`src/rtl/baccarat_pkg.sv`:
```
// Shared types and default constants for the baccarat match controller.
package baccarat_pkg;

   // Match-level sequencing states
   typedef enum logic [2:0] {
      IDLE,
      RST,
      DEAL,
      TALLY,
      WAIT,
      DONE,
      FAULT
   } match_state_t;

   localparam int ROUNDS_TO_WIN_DEF = 3;
   localparam int MAX_ROUNDS_DEF    = 9;
   localparam int DEAL_TIMEOUT_DEF  = 15;
   localparam int CNT_W_DEF         = 4;

endpackage

```
`src/rtl/button_pulse.sv`:
```
// Active-low pushbutton conditioner: two-flop synchroniser followed by a
// falling-edge detector. A held button produces exactly one press pulse.
module button_pulse (
   input  logic slow_clock,
   input  logic resetb,
   input  logic btn_n_i,
   output logic press_o
);

   logic sync1_q;
   logic sync2_q;
   logic last_q;

   // Synchronise the button and keep one delayed copy for edge detection
   always_ff @(posedge slow_clock) begin
      // NOTE: sequential state uses non-blocking assignments so every flop samples pre-edge values.
      if (!resetb) begin
         sync1_q <= 1'b1;
         sync2_q <= 1'b1;
         last_q  <= 1'b1;
      end else begin
         sync1_q <= btn_n_i;
         sync2_q <= sync1_q;
         last_q  <= sync2_q;
      end
   end

   assign press_o = last_q & ~sync2_q;

endmodule

```
`src/rtl/match_sequencer.sv`:
```
// Match-level controller: resets the round FSM for each round, waits for its
// win lights, tallies round results and decides a best-of-N match. A deal
// watchdog traps a round FSM that never finishes.
module match_sequencer
   import baccarat_pkg::*;
#(
   parameter int ROUNDS_TO_WIN = ROUNDS_TO_WIN_DEF,
   parameter int MAX_ROUNDS    = MAX_ROUNDS_DEF,
   parameter int CNT_W         = CNT_W_DEF,
   parameter int DEAL_TIMEOUT  = DEAL_TIMEOUT_DEF
) (
   input  logic             slow_clock,
   input  logic             resetb,
   input  logic             next_n,
   input  logic             player_win_light,
   input  logic             dealer_win_light,
   output logic             round_resetb,
   output logic             round_active,
   output logic [CNT_W-1:0] player_rounds,
   output logic [CNT_W-1:0] dealer_rounds,
   output logic [CNT_W-1:0] tie_rounds,
   output logic [CNT_W-1:0] round_count,
   output logic             match_over,
   output logic             match_player_win,
   output logic             match_dealer_win,
   output logic             fault
);

   localparam int WD_W = $clog2(DEAL_TIMEOUT + 1);

   match_state_t     state_q, state_d;
   logic [CNT_W-1:0] player_q, player_d;
   logic [CNT_W-1:0] dealer_q, dealer_d;
   logic [CNT_W-1:0] tie_q, tie_d;
   logic [CNT_W-1:0] rounds_q, rounds_d;
   logic [WD_W-1:0]  wdog_q, wdog_d;
   logic             lp_q, lp_d;
   logic             ld_q, ld_d;
   logic             round_resetb_q, round_active_q, match_over_q;
   logic             match_player_q, match_dealer_q, fault_q;
   logic             press;

   button_pulse u_button (
      .slow_clock (slow_clock),
      .resetb     (resetb),
      .btn_n_i    (next_n),
      .press_o    (press)
   );

   function automatic logic [CNT_W-1:0] sat_inc(input logic [CNT_W-1:0] v);
      return (v == {CNT_W{1'b1}}) ? v : v + 1'b1;
   endfunction

   // Next-state, counter, watchdog and light-latch logic
   always_comb begin
      // NOTE: every comb output takes a default first so no path leaves it unassigned (no latch).
      state_d  = state_q;
      player_d = player_q;
      dealer_d = dealer_q;
      tie_d    = tie_q;
      rounds_d = rounds_q;
      wdog_d   = wdog_q;
      lp_d     = lp_q;
      ld_d     = ld_q;
      unique case (state_q)
         IDLE: if (press) state_d = RST;
         RST: begin
            state_d = DEAL;
            wdog_d  = '0;
         end
         DEAL: begin
            if (player_win_light || dealer_win_light) begin
               state_d = TALLY;
               lp_d    = player_win_light;
               ld_d    = dealer_win_light;
            end else if (wdog_q == WD_W'(DEAL_TIMEOUT - 1)) begin
               state_d = FAULT;
            end else begin
               wdog_d = wdog_q + 1'b1;
            end
         end
         TALLY: begin
            if (lp_q && ld_q)  tie_d    = sat_inc(tie_q);
            else if (lp_q)     player_d = sat_inc(player_q);
            else if (ld_q)     dealer_d = sat_inc(dealer_q);
            rounds_d = sat_inc(rounds_q);
            // Decide on the post-increment counts so the match ends this cycle
            if (player_d == CNT_W'(ROUNDS_TO_WIN) || dealer_d == CNT_W'(ROUNDS_TO_WIN) ||
                rounds_d == CNT_W'(MAX_ROUNDS))
               state_d = DONE;
            else
               state_d = WAIT;
         end
         WAIT: if (press) state_d = RST;
         DONE: begin
            if (press) begin
               state_d  = RST;
               player_d = '0;
               dealer_d = '0;
               tie_d    = '0;
               rounds_d = '0;
            end
         end
         FAULT: state_d = FAULT;
         default: state_d = IDLE;
      endcase
   end

   // State register plus registered Moore outputs decoded from the next state
   always_ff @(posedge slow_clock) begin
      if (!resetb) begin
         state_q        <= IDLE;
         player_q       <= '0;
         dealer_q       <= '0;
         tie_q          <= '0;
         rounds_q       <= '0;
         wdog_q         <= '0;
         lp_q           <= 1'b0;
         ld_q           <= 1'b0;
         round_resetb_q <= 1'b0;
         round_active_q <= 1'b0;
         match_over_q   <= 1'b0;
         match_player_q <= 1'b0;
         match_dealer_q <= 1'b0;
         fault_q        <= 1'b0;
      end else begin
         state_q        <= state_d;
         player_q       <= player_d;
         dealer_q       <= dealer_d;
         tie_q          <= tie_d;
         rounds_q       <= rounds_d;
         wdog_q         <= wdog_d;
         lp_q           <= lp_d;
         ld_q           <= ld_d;
         // Round FSM runs (and keeps its lights visible) from DEAL through DONE
         round_resetb_q <= (state_d == DEAL) || (state_d == TALLY) ||
                           (state_d == WAIT) || (state_d == DONE);
         round_active_q <= (state_d == DEAL);
         match_over_q   <= (state_d == DONE);
         match_player_q <= (state_d == DONE) && (player_d >= dealer_d);
         match_dealer_q <= (state_d == DONE) && (dealer_d >= player_d);
         fault_q        <= (state_d == FAULT);
      end
   end

   assign round_resetb     = round_resetb_q;
   assign round_active     = round_active_q;
   assign player_rounds    = player_q;
   assign dealer_rounds    = dealer_q;
   assign tie_rounds       = tie_q;
   assign round_count      = rounds_q;
   assign match_over       = match_over_q;
   assign match_player_win = match_player_q;
   assign match_dealer_win = match_dealer_q;
   assign fault            = fault_q;

endmodule

```
`config.mk`:
```
export PLATFORM = sky130hd
export DESIGN_NAME = match_sequencer
export DESIGN_NICKNAME = d
export VERILOG_FILES = /design/src/rtl/baccarat_pkg.sv /design/src/rtl/button_pulse.sv /design/src/rtl/match_sequencer.sv
export SDC_FILE = /design/constraint.sdc
export NUM_CORES = 1
export LEC_CHECK = 0
export ABC_CLOCK_PERIOD_IN_PS = 6900
export BUFFER_PORTS_ARGS = -buffer_cell sky130_fd_sc_hd__buf_2
export CORE_UTILIZATION = 40
export DETAILED_ROUTE_END_ITERATION = 7
export GPL_ROUTABILITY_DRIVEN = 0
export PLACE_DENSITY = 0.66
export SYNTH_ARGS = -nofsm -noshare
export SYNTH_HDL_FRONTEND = slang
export SYNTH_SLANG_ARGS = --single-unit
```
`constraint.sdc`:
```
create_clock -name slow_clock -period 6.9 [get_ports slow_clock]
set_clock_uncertainty 0.1 [all_clocks]
set_input_delay 1.38 -clock slow_clock [delete_from_list [all_inputs] [get_ports slow_clock]]
set_output_delay 1.38 -clock slow_clock [all_outputs]
set_load 0.005 [all_outputs]
```
Word-level counts from Yosys, hierarchy flattened:

Cells that the tools add are included.

* register bits: 34
* bits in latches: 0
* RAM bits: 0
* memory bits (read-only): 0
* word-level logic and storage cells: 94
* memories kept: 0

* add/sub/neg operators: 5
* $mul: 0
* div/mod/pow operators: 0
* order comparisons: 2
* eq/ne operators: 24
* shifts and indexed selects: 0
* muxes and demuxes: 27
* bitwise operators: 2
* reductions and logical operators: 17

Operator list (count)
* two-way mux 4 bit: 17
* case mux 4 bit (2 select lines): 5
* == test 4 bit, second input constant: 6
* adder 4 x 1 -> 4 bit, second input constant: 5
* == test 3 bit, second input constant: 6
* case mux 3 bit (5 select lines): 1
* == test 3 x 2 -> 1 bit, second input constant: 4
* inequality test 2 bit, second input constant: 5
* two-way mux 3 bit: 3
* == test 4 x 2 -> 1 bit, second input constant: 2
* greater-or-equal comparator 4 bit: 2
* logical OR 1 bit: 6
* AND reduction 2 bit: 2
* AND reduction 4 bit: 1
* nonzero test 2 bit: 2
* == test 3 x 1 -> 1 bit, second input constant: 1
* logical AND 1 bit: 3
* zero test 3 bit: 1
* AND reduction 3 bit: 1
* OR reduction 3 bit: 1
* AND 1 bit: 1
* two-way mux 1 bit: 1
* inverter 1 bit: 1

Longest topological paths before layout:

* depth in word-level cells: 15
* gate-level depth with buffers: 11

By module:

A second synthesis with hierarchy kept.

* cells, all modules: 229
* area total of the unflattened synthesis: 1895.6 um^2

Modules (own cells, without submodules)
* match_sequencer: instances 1, cells an instance 222, area an instance 1810.5 um^2, sequential area each 620.6 um^2
* button_pulse: instances 1, cells an instance 7, area an instance 85.1 um^2, sequential area each 60.1 um^2

Worst setup path before layout:

OpenSTA, ideal clock, no wires.

* kind: in2reg
* from: input port dealer_win_light
* to: register wdog_q[3]
* library setup time: 0.076 ns
* arrival time: 2.382 ns
* path slack: 4.343 ns
* cell stages on the path: 4
* path buffers: 0
* cells stage by stage: nor3_1 > a31oi_1 > or4_1 > a21boi_0

* longest elaborated chain between the ends: 3

Ends and longest elaborated chain
* from (decl): line match_sequencer.sv:16 `input logic dealer_win_light,`
* logical OR 1 bit: line match_sequencer.sv:72 `if (player_win_light || dealer_win_light) begin`
* inequality test 2 bit (no line)
* AND reduction 3 bit (no line)
* to (signal assigned): line match_sequencer.sv:132 `wdog_q <= wdog_d;`
* to (decl): line match_sequencer.sv:36 `logic [WD_W-1:0] wdog_q, wdog_d;`

No other way between the ends.
A chain may end at the register's enable or synchronous reset.

Worst setup path in the final report:

* from: register state_q[1]
* to: register match_player_q, in the netlist match_player_win

* longest elaborated chain between the ends: 5
* elaborated cells between the ends (all ways): 17
* those cells by class: 1 x order compare; 7 x eq/ne; 6 x mux; 3 x reduce/logical

Ends and longest elaborated chain
* from (decl): line match_sequencer.sv:31 `match_state_t state_q, state_d;`
* from (signal assigned): line match_sequencer.sv:127 `state_q <= state_d;`
* == test 3 bit (tied with other cells): line match_sequencer.sv:65 `unique case (state_q)`
* OR reduction 3 bit (no line) / two-way mux 3 bit (equally long branches)
* case mux 3 bit (5 select lines): line match_sequencer.sv:65
* == test 3 bit: line match_sequencer.sv:140 `match_player_q <= (state_d == DONE) && (player_d >= dealer_d);`
* logical AND 1 bit *: line match_sequencer.sv:140
* to (signal assigned): line match_sequencer.sv:140
* to (decl): line match_sequencer.sv:40 `logic match_player_q, match_dealer_q, fault_q;`

Mark *: on every way between the ends. The rest lies on a longest branch, timed or not.

==> flow_summary.yaml <==
synth:
  syn-mean-instance-area_sq_um: 8.27
  synthFlopType: "dfxtp_1"
  syn_area_sq_um: 1950
  synth_edf_count: 0
  yosysUniqueCellTypes: 50
  ys_seq_area_share_pct: 34.9
  synth_seq_cells: 34
  syn_nets: 252
  synth_warnings: 0
  synthArstFlopShare_pct: 0
  syn_inst: 236
critical_path:
  cp.buffers_inverters: 0
  r2r_setup_slack_ns: 4.05
  cp_slowest_stage_delay_ns: 0.60
  crit_slowest_cell: "dfxtp_1"
  crit_path_start_kind: "register"
  reg2reg_to: "match_player_win$_SDFF_PN0_"
  path_cells: "and4bb_1, o21ai_2, o21ai_0, and2_1, ha_1, nor2b_1, o21bai_1, a2bb2oi_1, a211oi_1"
  crit-reg2reg-launch: "state_q[1]$_SDFF_PN0_"
  crit_fanout: 16
  worstPathRequired_ns: 7.00
  endpoint_kind: "register"
  cp_top_family: "compound AO/OA/AOI/OAI gates"
  path_class: "register to register"
  crit_arrival_ns: 2.95
  reg2reg_depth: 9
cts:
  clock_latency_ns: 0.29
  clockRootBuffer: "clkbuf_8"
  cts_resized: 0
  clk_path_buf_depth: 2
  cts_buffers: 5
  cts_hold_buf: 0
  h-tree-depth: 2
  clk_pin_slew_ns: 0.06
  cts_tree: "done"
  cts_setup_buffers: 0
  cts_sinks: 34
run:
  max_cap_viol_count: 0
global_routing:
  grt_pass1_wl_microns: 7450
  grt-ovfl-total: 0
  grt_pass1_vias: 1616
  antenna_found_initial: 0
  grt_util_all_layers_pct: 18.8
  grt_start_max_net_pins: 20
hold_path:
  holdPathEnd: "u_button.sync2_q$_SDFF_PN1_"
  hold_path.class: "register to register"
  min-delay-start: "u_button.sync1_q$_SDFF_PN1_"
  holdPathStages: 1
placed_design:
  dp_hpwl_microns: 3140
  numPortBuffers: 26
floorplan:
  rows: 25
  start_util_pct: 41.6
  core-area_sq_um: 4690
  num_io_pins: 27
  die_w_microns: 71.8
  die_height_microns: 71.8
  dieArea_sq_um: 5160
drt:
  routedWlPerCell_microns: 14.1
  drtIter0Drc: 83
  route.vias.total: 1839
  detail-route-antenna-nets: 0
  viasPerCell: 5.82
  routed_wl_microns: 4440
  drc: 0
  dr.pass1.iters: 4
sta:
  maxSlewHeadroom_pct: 60.8
  finalSetupViolations: 0
  rsz0062_at_grt: "false"
  slew_viol_final: 0
  worst_pin_slew_ns: 0.588
  min_period_ns: 2.85
  hold_violations: 0
  final.period_utilization_pct: 41.3
  tns_ns: 0
  fmaxAchievable_mhz: 351
layout:
  utilization_pct: 46.9
  final_cell_mix: "dfxtp_1 (34), a21oi_1 (27), buf_2 (26), nand2_1 (18), o21ai_0 (15)"
  fin_nets: 277
  layout-drive-gt1-share_pct: 15.6
  area_growth_syn_to_layout_pct: 12.8
  diodes: 0
  layout_commonest_cell: "dfxtp_1"
  filler_cell_count: 465
power_and_ir_drop:
  peakVddDrop_uv: 72.2
  power_mw: 0.361
  p_leak_nw: 0.882
  power_density_nw_per_um2: 164
status:
  status: "completed"
-- stage by stage --
stage / cells / area [sq um] / hold slack, ns / setup WS (ns)
CTS: 316 / 2200 / 0.315 / 4.07
global route: 316 / 2200 / 0.333 / 3.74
finish: 316 / 2200 / 0.311 / 4.05
floorplan: 236 / 1950 / 0.286 / 4.34
global placement: 308 / 2110 / 0.289 / 4.14
detailed placement: 308 / 2110 / 0.300 / 4.11
-- where the power goes --
part / internal, mW / switching [mW] / total (mW)
clock network: 0.0805 / 0.0723 / 0.153
logic: 0.00363 / 0.00658 / 0.0102
registers: 0.197 / 0.000799 / 0.198
-- metal layers --
layer	up-vias	share of wire, %	track usage [%]
met1	850	48	25.6
met5	-	0	0
met2	54	45	27.5
met3	9	5.0	4.64
li1	926	-	-
met4	0	2.1	9.37
-- cell type report --
class                   count  area, sq um  area share (%)
well taps                  54         67.6            3.07
clock inverters             1         5.00           0.227
multi-input cells         188         1210            54.9
flip-flops and latches     34          681            30.9
inverters                   6         22.5            1.02
repair buffers             26          130            5.91
clock buffers               7         86.3            3.92
-- cells by family after synthesis --
| logic type | share of synthesized area [%] |
|---|---|
| flops | 34.9 |
| compound gates | 24.6 |
| fa+ha+maj | 7.06 |
| xor+xnor | 0.898 |
| buf+inv | 3.14 |
| mux | 0.513 |
| simple gates | 28.9 |
-- worst reg2reg max path, stage by stage (launching register included) --
cell and delay [ns]:
dfxtp_1 0.60, and4bb_1 0.31, o21ai_2 0.48, o21ai_0 0.26
and2_1 0.22, ha_1 0.32, nor2b_1 0.14, o21bai_1 0.12
a2bb2oi_1 0.08, a211oi_1 0.16
-- cell usage after synthesis (4+ instances only) --
cell      count  share of area [%]
a21oi_1      27                6.9
a31oi_1       4                1.3
and2_1        4                1.3
and3_1        5                1.6
buf_2         4                1.0
dfxtp_1      34                 35
ha_1         11                7.1
inv_1         6                1.2
nand2_1      18                3.5
nand2b_1     13                4.2
nand3_1      10                2.6
nor2_1       12                2.3
nor2b_1       7                2.2
nor4_1        5                1.6
o21a_1        4                1.5
o21ai_0      15                3.8
o31ai_1       4                1.5
or4_1         4                1.5
-- how the worst max path moves through the flow --
stage | cells after the start | startpoint | to | slack, ns
floorplan | 4 | dealer_win_light | wdog_q[3]$_SDFFE_PN0P_ | 4.34
global placement | 5 | dealer_win_light | match_dealer_win$_SDFF_PN0_ | 4.14
detailed placement | 9 | state_q[1]$_SDFF_PN0_ | match_player_win$_SDFF_PN0_ | 4.11
CTS | 9 | state_q[1]$_SDFF_PN0_ | match_player_win$_SDFF_PN0_ | 4.07
global route | 9 | state_q[1]$_SDFF_PN0_ | match_player_win$_SDFF_PN0_ | 3.74
finish | 9 | state_q[1]$_SDFF_PN0_ | match_player_win$_SDFF_PN0_ | 4.05
-- state kept, by name, indices dropped and copies added (netlist names) --
| signal | cells |
|---|---|
| dealer_rounds | 4 |
| fault | 1 |
| ld_q | 1 |
| lp_q | 1 |
| match_dealer_win | 1 |
| match_over | 1 |
| match_player_win | 1 |
| player_rounds | 4 |
| round_active | 1 |
| round_count | 4 |
| round_resetb | 1 |
| state_q | 3 |
| tie_rounds | 4 |
| u_button.last_q | 1 |
| u_button.sync1_q | 1 |
| u_button.sync2_q | 1 |
| wdog_q | 4 |
No activity file was read; power rests on OpenSTA's default activity.
